### config.mk
export PLATFORM = sky130hd
export DESIGN_NAME = alu_mc_flat
export DESIGN_NICKNAME = d
export VERILOG_FILES = /design/src/rtl/alu_pkg.sv /design/src/rtl/alu_mc_if.sv /design/src/rtl/alu_shifter_p.sv /design/src/rtl/alu_mc.sv /design/src/flat_wrapper.sv
export SDC_FILE = /design/constraint.sdc
export NUM_CORES = 1
export LEC_CHECK = 0
export ABC_AREA = 1
export CAP_MARGIN = 10
export CORE_MARGIN = 2
export CORE_UTILIZATION = 55
export DETAILED_ROUTE_END_ITERATION = 12
export PLACE_DENSITY_LB_ADDON = 0.3
export SYNTH_ARGS = -nofsm -noshare
export SYNTH_HDL_FRONTEND = slang
export SYNTH_SLANG_ARGS = --single-unit
### constraint.sdc
create_clock -name clk -period 4.3 [get_ports clk]
set_clock_uncertainty 0.15 [all_clocks]
set_input_delay 0.645 -clock clk [delete_from_list [all_inputs] [get_ports clk]]
set_output_delay 0.645 -clock clk [all_outputs]
set_load 0.02 [all_outputs]
### src/rtl/alu_pkg.sv
// Shared opcode map and FSM encoding for the multi-cycle ALU.
package alu_pkg;

    localparam logic [3:0] OP_MOV   = 4'b0000;
    localparam logic [3:0] OP_ADD   = 4'b0001;
    localparam logic [3:0] OP_AND   = 4'b0010;
    localparam logic [3:0] OP_XOR   = 4'b0011;
    localparam logic [3:0] OP_DIFF  = 4'b0100;
    localparam logic [3:0] OP_COMP  = 4'b0101;
    localparam logic [3:0] OP_SUB   = 4'b0110;
    localparam logic [3:0] OP_MUL   = 4'b0111;
    // Any opcode with bit 3 set is a shift; bits [2:0] pick source/direction/kind.
    localparam logic [3:0] OP_SHIFT = 4'b1000;

    typedef enum logic [0:0] {
        ST_IDLE = 1'b0,
        ST_MUL  = 1'b1
    } state_e;

    function automatic logic is_shift(input logic [3:0] op);
        return op[3];
    endfunction

endpackage

### src/rtl/alu_mc_if.sv
// Operand/result handshake bundle between the datapath controller and alu_mc.
interface alu_mc_if #(
    parameter int WIDTH = 32
);
    localparam int SHW = $clog2(WIDTH);

    logic             in_valid;
    logic             in_ready;
    logic [WIDTH-1:0] a;
    logic [WIDTH-1:0] b;
    logic [3:0]       alu_op;
    logic [SHW-1:0]   shamt;
    logic             out_valid;
    logic             out_ready;
    logic [WIDTH-1:0] result;
    logic             f_zero;
    logic             f_sign;
    logic             f_carry;
    logic             f_ovf;

    modport master (
        output in_valid, a, b, alu_op, shamt, out_ready,
        input  in_ready, out_valid, result, f_zero, f_sign, f_carry, f_ovf
    );

    modport slave (
        input  in_valid, a, b, alu_op, shamt, out_ready,
        output in_ready, out_valid, result, f_zero, f_sign, f_carry, f_ovf
    );

endinterface

### src/rtl/alu_shifter_p.sv
// Barrel shifter: left/right, logical/arithmetic, amount wraps to SHW bits.
module alu_shifter_p #(
    parameter int WIDTH = 32,
    parameter int SHW   = $clog2(WIDTH)
) (
    input  logic [WIDTH-1:0] din,
    input  logic [SHW-1:0]   amt,
    input  logic             left,
    input  logic             logical,
    output logic [WIDTH-1:0] dout
);

    logic signed [WIDTH-1:0] din_s;

    assign din_s = din;

    // Left arithmetic and left logical are the same operation.
    always_comb begin
        dout = '0;
        if (left) begin
            dout = din << amt;
        end else if (logical) begin
            dout = din >> amt;
        end else begin
            dout = $unsigned(din_s >>> amt);
        end
    end

endmodule

### src/rtl/alu_mc.sv
// Multi-cycle ALU: single-cycle ops complete on the accept edge, MUL iterates
// one shift-add per cycle; result and flags are registered behind a valid/ready pair.
module alu_mc
    import alu_pkg::*;
#(
    parameter int WIDTH = 32
) (
    input  logic    clk,
    input  logic    rst_n,
    alu_mc_if.slave bus
);

    localparam int SHW = $clog2(WIDTH);
    localparam int CW  = SHW + 1;

    function automatic logic add_ovf(input logic signed [WIDTH-1:0] x,
                                     input logic signed [WIDTH-1:0] y,
                                     input logic signed [WIDTH-1:0] r);
        return (x[WIDTH-1] == y[WIDTH-1]) && (r[WIDTH-1] != x[WIDTH-1]);
    endfunction

    function automatic logic sub_ovf(input logic signed [WIDTH-1:0] x,
                                     input logic signed [WIDTH-1:0] y,
                                     input logic signed [WIDTH-1:0] r);
        return (x[WIDTH-1] != y[WIDTH-1]) && (r[WIDTH-1] != x[WIDTH-1]);
    endfunction

    // Lowest differing bit index; WIDTH when the operands are equal.
    function automatic logic [WIDTH-1:0] diff_index(input logic [WIDTH-1:0] x);
        logic [WIDTH-1:0] idx;
        idx = WIDTH'(WIDTH);
        for (int i = WIDTH - 1; i >= 0; i--) begin
            if (x[i]) begin
                idx = WIDTH'(i);
            end
        end
        return idx;
    endfunction

    state_e           state_q, state_d;
    logic             out_valid_q, out_valid_d;
    logic [WIDTH-1:0] result_q, result_d;
    logic             zero_q, zero_d;
    logic             sign_q, sign_d;
    logic             carry_q, carry_d;
    logic             ovf_q, ovf_d;
    logic [CW-1:0]    cnt_q, cnt_d;
    logic [WIDTH-1:0] mcand_q, mcand_d;
    logic [WIDTH-1:0] mplier_q, mplier_d;
    logic [WIDTH-1:0] acc_q, acc_d;

    logic                    in_ready;
    logic                    accept;
    logic signed [WIDTH-1:0] a_s;
    logic signed [WIDTH-1:0] b_s;
    logic [WIDTH:0]          sum_add;
    logic [WIDTH:0]          sum_sub;
    logic [WIDTH:0]          sum_cmp;
    logic [SHW-1:0]          sh_amt;
    logic [WIDTH-1:0]        sh_res;
    logic [WIDTH-1:0]        op_res;
    logic                    op_upd_c;
    logic                    op_c;
    logic                    op_upd_v;
    logic                    op_v;

    assign a_s     = bus.a;
    assign b_s     = bus.b;
    assign sum_add = {1'b0, bus.a} + {1'b0, bus.b};
    assign sum_sub = {1'b0, bus.a} + {1'b0, ~bus.b} + (WIDTH+1)'(1);
    assign sum_cmp = {1'b0, ~bus.b} + (WIDTH+1)'(1);
    assign sh_amt  = bus.alu_op[2] ? bus.b[SHW-1:0] : bus.shamt;

    alu_shifter_p #(
        .WIDTH (WIDTH),
        .SHW   (SHW)
    ) u_shifter (
        .din     (bus.a),
        .amt     (sh_amt),
        .left    (bus.alu_op[1]),
        .logical (bus.alu_op[0]),
        .dout    (sh_res)
    );

    assign in_ready = rst_n && (state_q == ST_IDLE) && (!out_valid_q || bus.out_ready);
    assign accept   = bus.in_valid && in_ready;

    // Single-cycle result and which of carry/ovf the op is allowed to touch.
    always_comb begin
        op_res   = '0;
        op_upd_c = 1'b0;
        op_c     = 1'b0;
        op_upd_v = 1'b0;
        op_v     = 1'b0;
        if (is_shift(bus.alu_op)) begin
            op_res = sh_res;
        end else begin
            case (bus.alu_op)
                OP_MOV: op_res = bus.a;
                OP_ADD: begin
                    op_res   = sum_add[WIDTH-1:0];
                    op_upd_c = 1'b1;
                    op_c     = sum_add[WIDTH];
                    op_upd_v = 1'b1;
                    op_v     = add_ovf(a_s, b_s, sum_add[WIDTH-1:0]);
                end
                OP_AND:  op_res = bus.a & bus.b;
                OP_XOR:  op_res = bus.a ^ bus.b;
                OP_DIFF: op_res = diff_index(bus.a ^ bus.b);
                OP_COMP: begin
                    op_res   = sum_cmp[WIDTH-1:0];
                    op_upd_c = 1'b1;
                    op_c     = sum_cmp[WIDTH];
                end
                OP_SUB: begin
                    op_res   = sum_sub[WIDTH-1:0];
                    op_upd_c = 1'b1;
                    op_c     = sum_sub[WIDTH];
                    op_upd_v = 1'b1;
                    op_v     = sub_ovf(a_s, b_s, sum_sub[WIDTH-1:0]);
                end
                default: op_res = '0;
            endcase
        end
    end

    always_comb begin
        state_d     = state_q;
        out_valid_d = out_valid_q && !bus.out_ready;
        result_d    = result_q;
        zero_d      = zero_q;
        sign_d      = sign_q;
        carry_d     = carry_q;
        ovf_d       = ovf_q;
        cnt_d       = cnt_q;
        mcand_d     = mcand_q;
        mplier_d    = mplier_q;
        acc_d       = acc_q;
        case (state_q)
            ST_IDLE: begin
                if (accept) begin
                    if (bus.alu_op == OP_MUL) begin
                        mcand_d  = bus.a;
                        mplier_d = bus.b;
                        acc_d    = '0;
                        cnt_d    = CW'(WIDTH);
                        state_d  = ST_MUL;
                    end else begin
                        result_d    = op_res;
                        zero_d      = (op_res == '0);
                        sign_d      = op_res[WIDTH-1];
                        carry_d     = op_upd_c ? op_c : carry_q;
                        ovf_d       = op_upd_v ? op_v : ovf_q;
                        out_valid_d = 1'b1;
                    end
                end
            end
            ST_MUL: begin
                // One partial product per cycle; the cycle after the count hits zero publishes.
                if (cnt_q != '0) begin
                    if (mplier_q[0]) begin
                        acc_d = acc_q + mcand_q;
                    end
                    mcand_d  = mcand_q << 1;
                    mplier_d = mplier_q >> 1;
                    cnt_d    = cnt_q - CW'(1);
                end else begin
                    result_d    = acc_q;
                    zero_d      = (acc_q == '0);
                    sign_d      = acc_q[WIDTH-1];
                    out_valid_d = 1'b1;
                    state_d     = ST_IDLE;
                end
            end
            default: state_d = ST_IDLE;
        endcase
    end

    always_ff @(posedge clk or negedge rst_n) begin
        if (!rst_n) begin
            state_q     <= ST_IDLE;
            out_valid_q <= 1'b0;
            result_q    <= '0;
            zero_q      <= 1'b0;
            sign_q      <= 1'b0;
            carry_q     <= 1'b0;
            ovf_q       <= 1'b0;
            cnt_q       <= '0;
        end else begin
            state_q     <= state_d;
            out_valid_q <= out_valid_d;
            result_q    <= result_d;
            zero_q      <= zero_d;
            sign_q      <= sign_d;
            carry_q     <= carry_d;
            ovf_q       <= ovf_d;
            cnt_q       <= cnt_d;
        end
    end

    // Multiplier working registers are only meaningful in ST_MUL.
    always_ff @(posedge clk) begin
        mcand_q  <= mcand_d;
        mplier_q <= mplier_d;
        acc_q    <= acc_d;
    end

    assign bus.in_ready  = in_ready;
    assign bus.out_valid = out_valid_q;
    assign bus.result    = result_q;
    assign bus.f_zero    = zero_q;
    assign bus.f_sign    = sign_q;
    assign bus.f_carry   = carry_q;
    assign bus.f_ovf     = ovf_q;

endmodule

### src/flat_wrapper.sv
// flat-port wrapper written by rule: the top's interface ports become plain ports
module alu_mc_flat import alu_pkg::*;
#(
    parameter int WIDTH = 32
)
  (clk, rst_n, bus_in_valid, bus_a, bus_b, bus_alu_op, bus_shamt, bus_out_ready, bus_in_ready, bus_out_valid, bus_result, bus_f_zero, bus_f_sign, bus_f_carry, bus_f_ovf);
  alu_mc_if #(.WIDTH(WIDTH)) bus_i ();
  input  logic clk;
  input  logic rst_n;
  input wire logic [$bits(bus_i.in_valid)-1:0] bus_in_valid;
  input wire logic [$bits(bus_i.a)-1:0] bus_a;
  input wire logic [$bits(bus_i.b)-1:0] bus_b;
  input wire logic [$bits(bus_i.alu_op)-1:0] bus_alu_op;
  input wire logic [$bits(bus_i.shamt)-1:0] bus_shamt;
  input wire logic [$bits(bus_i.out_ready)-1:0] bus_out_ready;
  output wire logic [$bits(bus_i.in_ready)-1:0] bus_in_ready;
  output wire logic [$bits(bus_i.out_valid)-1:0] bus_out_valid;
  output wire logic [$bits(bus_i.result)-1:0] bus_result;
  output wire logic [$bits(bus_i.f_zero)-1:0] bus_f_zero;
  output wire logic [$bits(bus_i.f_sign)-1:0] bus_f_sign;
  output wire logic [$bits(bus_i.f_carry)-1:0] bus_f_carry;
  output wire logic [$bits(bus_i.f_ovf)-1:0] bus_f_ovf;
  assign bus_i.in_valid = bus_in_valid;
  assign bus_i.a = bus_a;
  assign bus_i.b = bus_b;
  assign bus_i.alu_op = bus_alu_op;
  assign bus_i.shamt = bus_shamt;
  assign bus_i.out_ready = bus_out_ready;
  assign bus_in_ready = bus_i.in_ready;
  assign bus_out_valid = bus_i.out_valid;
  assign bus_result = bus_i.result;
  assign bus_f_zero = bus_i.f_zero;
  assign bus_f_sign = bus_i.f_sign;
  assign bus_f_carry = bus_i.f_carry;
  assign bus_f_ovf = bus_i.f_ovf;
  alu_mc #(.WIDTH(WIDTH)) u_core (.clk(clk), .rst_n(rst_n), .bus(bus_i));
endmodule
# [Word level (Yosys, flattened, before mapping)]
# Cells that the tools add are included.
[totals] regBits=140 latch_bits=0 mem_bits_rw=0 rom_bits=0 input_bits=77 output_inout_bits=38 word_cells=144 n_memories=0
[op_classes] add_sub_neg=6 n_mul=0 div_mod_pow=0 magnitude_cmp=0 eq_ne=17 shifts=3 mux=82 bitwise_logic=5 n_reduce_logical=20
[op_table] cell="$mux W32" n=16
[op_table] cell="$pmux W32 S2" n=4
[op_table] cell="$pmux W32 S7" n=1
[op_table] cell="$mux W6" n=35
[op_table] cell="$add A32 B32 Y33" n=2
[op_table] cell="$logic_not A32 Y1" n=2
[op_table] cell="$add A32 B1 Y33 const B" n=1
[op_table] cell="$add A33 B1 Y33 const B" n=1
[op_table] cell="$add A32 B32 Y32" n=1
[op_table] cell="$and A32 B32 Y32" n=1
[op_table] cell="$not A32 Y32" n=1
[op_table] cell="$shl A32 B5 Y32" n=1
[op_table] cell="$shr A32 B5 Y32" n=1
[op_table] cell="$sshr A32 B5 Y32" n=1
[op_table] cell="$xor A32 B32 Y32" n=1
[op_table] cell="$mux W1" n=18
[op_table] cell="$eq A4 B3 Y1 const B" n=4
[op_table] cell="$pmux W6 S2" n=1
[op_table] cell="$reduce_and A4 Y1" n=3
[op_table] cell="$ne A2 B2 Y1 const B" n=5
[op_table] cell="$pmux W1 S2" n=5
[op_table] cell="$eq A4 B2 Y1 const B" n=2
[op_table] cell="$logic_and A1 B1 Y1" n=6
[op_table] cell="$reduce_and A3 Y1" n=2
[op_table] cell="other kinds (14)" n=18

# [Logic depth before layout (Yosys ltp)]
[depth] ltp_word=39 ltp_mapped=38 ltp_nobuf=37

# [Cells and area by module]
# A second synthesis with hierarchy kept.
[unflattened] hier_cells=2781 hier_area_um2=17130.2
[modules_own_cells] module="alu_mc" instances=1 cells_each=1964 area_each_um2=13372.8
[modules_own_cells] module="alu_shifter_p" instances=1 cells_each=817 area_each_um2=3757.4

# [Worst setup path after synthesis]
# OpenSTA, ideal clock, no wires.
[synth_timing] path_kind="input port to flip-flop" startpoint="input port bus_out_ready" endpoint="register u_core.cnt_q[5]" arrival_time_ps=3644 required_time_ps=4030 slack_ps=385 cell_stages=10 path_buffers=0 path_cell_list="o21ai_0 > nor2_1 > nand2_1 > nor2_1 > nor2_1 > inv_1 > nand3_1 > or2_2 > o21ai_0 > nand2_1"
[synth_between] elab_chain_cells=5
[synth_rtl] element="start: declaration" line="flat_wrapper.sv:15" text="input wire logic [$bits(bus_i.out_ready)-1:0] bus_out_ready;"
[synth_rtl] element="$logic_or A1 B1 Y1" line="alu_mc.sv:85" text="assign in_ready = rst_n && (state_q == ST_IDLE) && (!out_valid_q || bus.out_ready);"
[synth_rtl] element="$logic_and A1 B1 Y1" line="alu_mc.sv:85"
[synth_rtl] element="via bus_in_ready" line="flat_wrapper.sv:16" text="output wire logic [$bits(bus_i.in_ready)-1:0] bus_in_ready;"
[synth_rtl] element="$logic_and A1 B1 Y1" line="alu_mc.sv:86" text="assign accept = bus.in_valid && in_ready;"
[synth_rtl] element="$ne A2 B1 Y1 (no source line)"
[synth_rtl] element="$reduce_and A3 Y1 (no source line)"
[synth_rtl] element="end signal: assignment" line="alu_mc.sv:197" text="cnt_q <= cnt_d;"
[synth_rtl] element="end: declaration" line="alu_mc.sv:47" text="logic [CW-1:0] cnt_q, cnt_d;"
# The timed path passes the listed nets, and every way through them passes these cells.
# A chain may end at the register's enable or synchronous reset.

# [Worst setup path in the final report]
[layout_timing] startpoint="input port bus_b[16]" endpoint="register u_core.zero_q (netlist: u_core.bus.f_zero)"
[layout_between] elab_chain_cells=24 word_cells_on_any_way=30 cone_classes="add/sub (4); mux (22); bitwise (3); reduce/logical (1)"
[layout_rtl] element="start: declaration" line="flat_wrapper.sv:12" text="input wire logic [$bits(bus_i.b)-1:0] bus_b;"
[layout_rtl] element="$xor A32 B32 Y32" line="alu_mc.sv:108, alu_mc.sv:109"
[layout_rtl] element="$mux W6 (17 in series)" line="alu_mc.sv:33" text="if (x[i]) begin"
[layout_rtl] element="$pmux W32 S7 (*)" line="alu_mc.sv:98" text="case (bus.alu_op)"
[layout_rtl] element="$mux W32 (*)" line="alu_mc.sv:95" text="if (is_shift(bus.alu_op)) begin"
[layout_rtl] element="$logic_not A32 Y1 (*)" line="alu_mc.sv:150" text="zero_d = (op_res == '0);"
[layout_rtl] element="$mux W1 (*)" line="alu_mc.sv:142" text="if (bus.alu_op == OP_MUL) begin"
[layout_rtl] element="$mux W1 (*)" line="alu_mc.sv:141" text="if (accept) begin"
[layout_rtl] element="$pmux W1 S2 (*)" line="alu_mc.sv:139" text="case (state_q)"
[layout_rtl] element="end signal: assignment" line="alu_mc.sv:193" text="zero_q <= zero_d;"
[layout_rtl] element="end: declaration" line="alu_mc.sv:43" text="logic zero_q, zero_d;"
# Mark *: on every way between the ends. The rest lies on a longest branch, timed or not. The select of a mux whose other input is x is not followed.

==> run summary <==
CTS buffer count: 17. Minimum clock period after layout: 4.242 ns. Buffers placed on the I/O ports in this run total 114. At the later pin of the worst-skew pair, clock insertion delay measures 0.46 ns. The detailed router finished its first iteration with 3064 violations. The number of different library cells used by synthesis comes to 66. For this run, the number of Yosys warnings is 0. In this run, synthesis produced a sequential element count of 139.

After synthesis, the cell types taking the most area are sky130_fd_sc_hd__edfxtp_1 17%, sky130_fd_sc_hd__nand2_1 16%, sky130_fd_sc_hd__o21ai_0 9.4%. The number of clock sinks was 139; the final total negative setup slack was 0 ns. The pin count of the biggest net entering global routing is 116, and the overall die area is 0.03179 mm². The tools report the number of hold violations in the final report as 0. The flow ran to the end, and the final reports show no timing, DRC or antenna violations. Detailed placement ended at an HPWL of 56950 µm. The logs give 115 for the number of top-level pins and 0.02980 mm² for the total core area. STA classifies the critical path startpoint as an input pin. The depth of the worst register-to-register path works out to 20.

The layout cell share with drive strength beyond 1 was 0.1546. The floorplan has 63 rows. The congestion estimate from routability-driven global placement came to 1.158.

The worst-margin pin slew was 1.012 ns; the synthesized area was 0.01671 mm². The detail route stage leaves a number of antenna-violating nets equal to 0. The largest area contributor in the synthesized netlist was sky130_fd_sc_hd__edfxtp_1.

The CTS clock-pin slew for the worst setup and hold paths came out at 0.06 ns. The tools report the reg-to-reg critical path endpoint as u_core.acc_q[31]. The post-layout utilization of the core came out at 0.7145. The worst setup path is of the in -> reg kind.

In the final design database the tool counted 3244 nets. In the synthesized netlist the dominant register cell turns out to be sky130_fd_sc_hd__edfxtp_1. The overflow left after global routing was 0; the required time of the worst setup path was 4.53 ns.

Dividing the synthesized area by the synthesized cell count gives 6.188 µm². The total of endpoints with negative setup slack in the final report is 0, and the setup slack on the worst flop-to-flop path is 0.20 ns. The fraction of registers with async set or reset after synthesis works out to 0.3094. The fraction of the cycle the final worst path needs works out to 0.9864. Total track usage: 0.4475. The commonest cells after synthesis are 728 x sky130_fd_sc_hd__nand2_1, 315 x sky130_fd_sc_hd__o21ai_0, 269 x sky130_fd_sc_hd__inv_1, 245 x sky130_fd_sc_hd__a21oi_1, 232 x sky130_fd_sc_hd__nor2_1. The analysis attributes to cell leakage a power of 10.03 nW. Before antenna repair, the detailed router went through 7 iterations. The post-detailed-route via-to-cell ratio is 6.280. Max-slew violation count: 0. In this run the power density over the cells is 441.5 mW/mm².

The run gives 0.3254 as the normalized max-slew margin. The tools report the startpoint of the worst-slack reg-to-reg timing path as u_core.acc_q[2]. The top-area cell type share of the netlist area was 0.1725; the net count of the mapped netlist was 2878. After detailed routing, the average wire length per cell comes to 20.76 µm. STA puts the critical path data arrival time at 4.48 ns.

The logs give 0.0004618 V for the maximum vdd drop and 0.2370 for the share of synthesized area occupied by flip-flops and latches. The largest fanout on the critical path came out at 4. The first global-routing pass estimated 108600 µm of wire.

The number of instances in the synthesized netlist is 2700. The area growth from synthesis to layout is 27.42%, and the remaining routing DRC violations is 0. The number of global-route vias before repair was 20600.

Measured along the x axis, the die boundary spans 178.3 µm. The final route contains 21780 vias. The effective utilization at floorplan is 0.5607.

The tools report the type of element capturing the critical path as a register. The tools report the startpoint of the most critical setup path as bus_b[16]. Derived from the worst setup path, the maximum achievable clock frequency is 0.2358 GHz. In this run the clock root is driven by a sky130_fd_sc_hd__clkbuf_16. The initial antenna violation count was 2; the deepest level of the CTS H-tree was 4.

The tools report the final wirelength as 72030 µm. Classification of the worst-slack hold path: in -> async. The number of enable flip-flop cells after synthesis was 96; the number of antenna diodes was 0. The reported max-cap violation count is 0.

The most common cell in the synthesized netlist is sky130_fd_sc_hd__nand2_1. Timing analysis after detailed placement gives a worst setup slack of -0.4571 ns. No sink is reached through more buffers than the 2 on the longest clock path. Setup repair after global routing could not meet its margin everywhere. From bottom edge to top edge, the die measures 178.3 µm. TritonCTS built the clock tree. The setup slack of the critical path after layout is 0.05833 ns.
-- worst max-delay path: stages --
cell	delay, ns
sky130_fd_sc_hd__clkdlybuf4s50_1	0.51
sky130_fd_sc_hd__inv_1	0.10
sky130_fd_sc_hd__ha_1	0.39
sky130_fd_sc_hd__inv_1	0.16
sky130_fd_sc_hd__o21bai_1	0.12
sky130_fd_sc_hd__a31oi_1	0.23
sky130_fd_sc_hd__nor2_1	0.07
sky130_fd_sc_hd__nor2_1	0.21
sky130_fd_sc_hd__nand3_1	0.20
sky130_fd_sc_hd__nand2_1	0.10
sky130_fd_sc_hd__inv_1	0.04
sky130_fd_sc_hd__or2_2	0.31
sky130_fd_sc_hd__inv_1	0.09
sky130_fd_sc_hd__nand2_1	0.05
sky130_fd_sc_hd__nand3_1	0.06
sky130_fd_sc_hd__nand4_1	0.14
sky130_fd_sc_hd__a21oi_1	0.23
sky130_fd_sc_hd__nand2_1	0.08
sky130_fd_sc_hd__nor2_1	0.23
sky130_fd_sc_hd__nand4_1	0.13
sky130_fd_sc_hd__nor2_1	0.10
sky130_fd_sc_hd__nand4_1	0.12
sky130_fd_sc_hd__a21oi_1	0.16
-- cells by family after synthesis --
logic type,after synthesis,synth area share
and+or+nand+nor,1251,0.3125
AOI/OAI and AO/OA,773,0.2593
buffers and inverters,415,0.1024
DFF,139,0.2370
adders and majority gates,101,0.07699
xor gates and xnor gates,11,0.005766
muxes,10,0.005991
-- through the flow --
| step | hold WS (ns) | std cells | power (W) | area [µm²] |
|---|---|---|---|---|
| 3_3_place_gp | 0.3121 | 3436 | 0.007312 | 20590 |
| 4_1_cts | 0.2050 | 3468 | 0.009185 | 21200 |
| 3_5_place_dp | 0.3196 | 3436 | 0.007543 | 20590 |
| 6_report | 0.2107 | 3469 | 0.009399 | 21290 |
| 2_1_floorplan | 0.1994 | 2700 | 0.005600 | 16710 |
| 5_1_grt | 0.2459 | 3469 | 0.009945 | 21290 |
-- how the worst max path moves through the flow --
stage / endpoint / slack [ns] / cells after the start
4_1_cts: u_core.bus.f_zero / 0.03 / 22
5_1_grt: u_core.bus.f_zero / -0.14 / 28
2_1_floorplan: u_core.cnt_q[5] / 0.39 / 10
3_5_place_dp: u_core.bus.f_zero / -0.46 / 21
6_report: u_core.bus.f_zero / 0.06 / 23
3_3_place_gp: u_core.bus.f_zero / -0.38 / 21
-- area by class of cell --
class	count	area (µm²)
Inverter	282	1061
Tap cell	390	488.0
Timing Repair Buffer	480	4024
Multi-Input combinational cell	2146	11140
Clock buffer	19	442.9
Fill cell	2529	8508
Sequential cell	139	3963
Clock inverter	13	165.2
-- flip-flops by register name, indices dropped and copies added (netlist names), 6 cells and up --
register,flops
u_core.mcand_q,32
u_core.acc_q,32
u_core.mplier_q,32
u_core.bus.result,32
u_core.cnt_q,6
-- power by group --
group	switching (W)	internal [W]	total (W)
Clock	0.000637	0.000931	0.00157
Combinational	0.00335	0.00189	0.00524
Sequential	0.000358	0.00223	0.00259
Total	0.00435	0.00505	0.00940
-- what timing repair did --
item,in CTS,in global routing
hold buffers,0,0
buffers inserted,0,1
gates resized for setup,1,22
setup endpoints to repair,1,8
-- routing by layer --
metal | track usage | vias up | wire, µm | part of all wire
met3 | 0.08120 | 345 | 8153 | 0.11
li1 | - | 9917 | - | -
met1 | 0.5534 | 9851 | 26970 | 0.37
met5 | 0 | - | 24 | 0.00033
met4 | 0.2646 | 4 | 4768 | 0.066
met2 | 0.7290 | 1667 | 32110 | 0.45
-- cell usage in the layout, fill, tap and decap left out, drive strengths merged, types with 32 or more instances in the layout --
cell / Yosys / final
a21oi: 247 / 247
buf: 69 / 367
clkdlybuf4s50: 0 / 112
dfrtp: 43 / 43
edfxtp: 96 / 96
ha: 98 / 98
inv: 279 / 282
nand2: 736 / 736
nand3: 174 / 174
nand4: 32 / 32
nor2: 240 / 240
o21ai: 371 / 371
(Power assumes the default switching activity.)
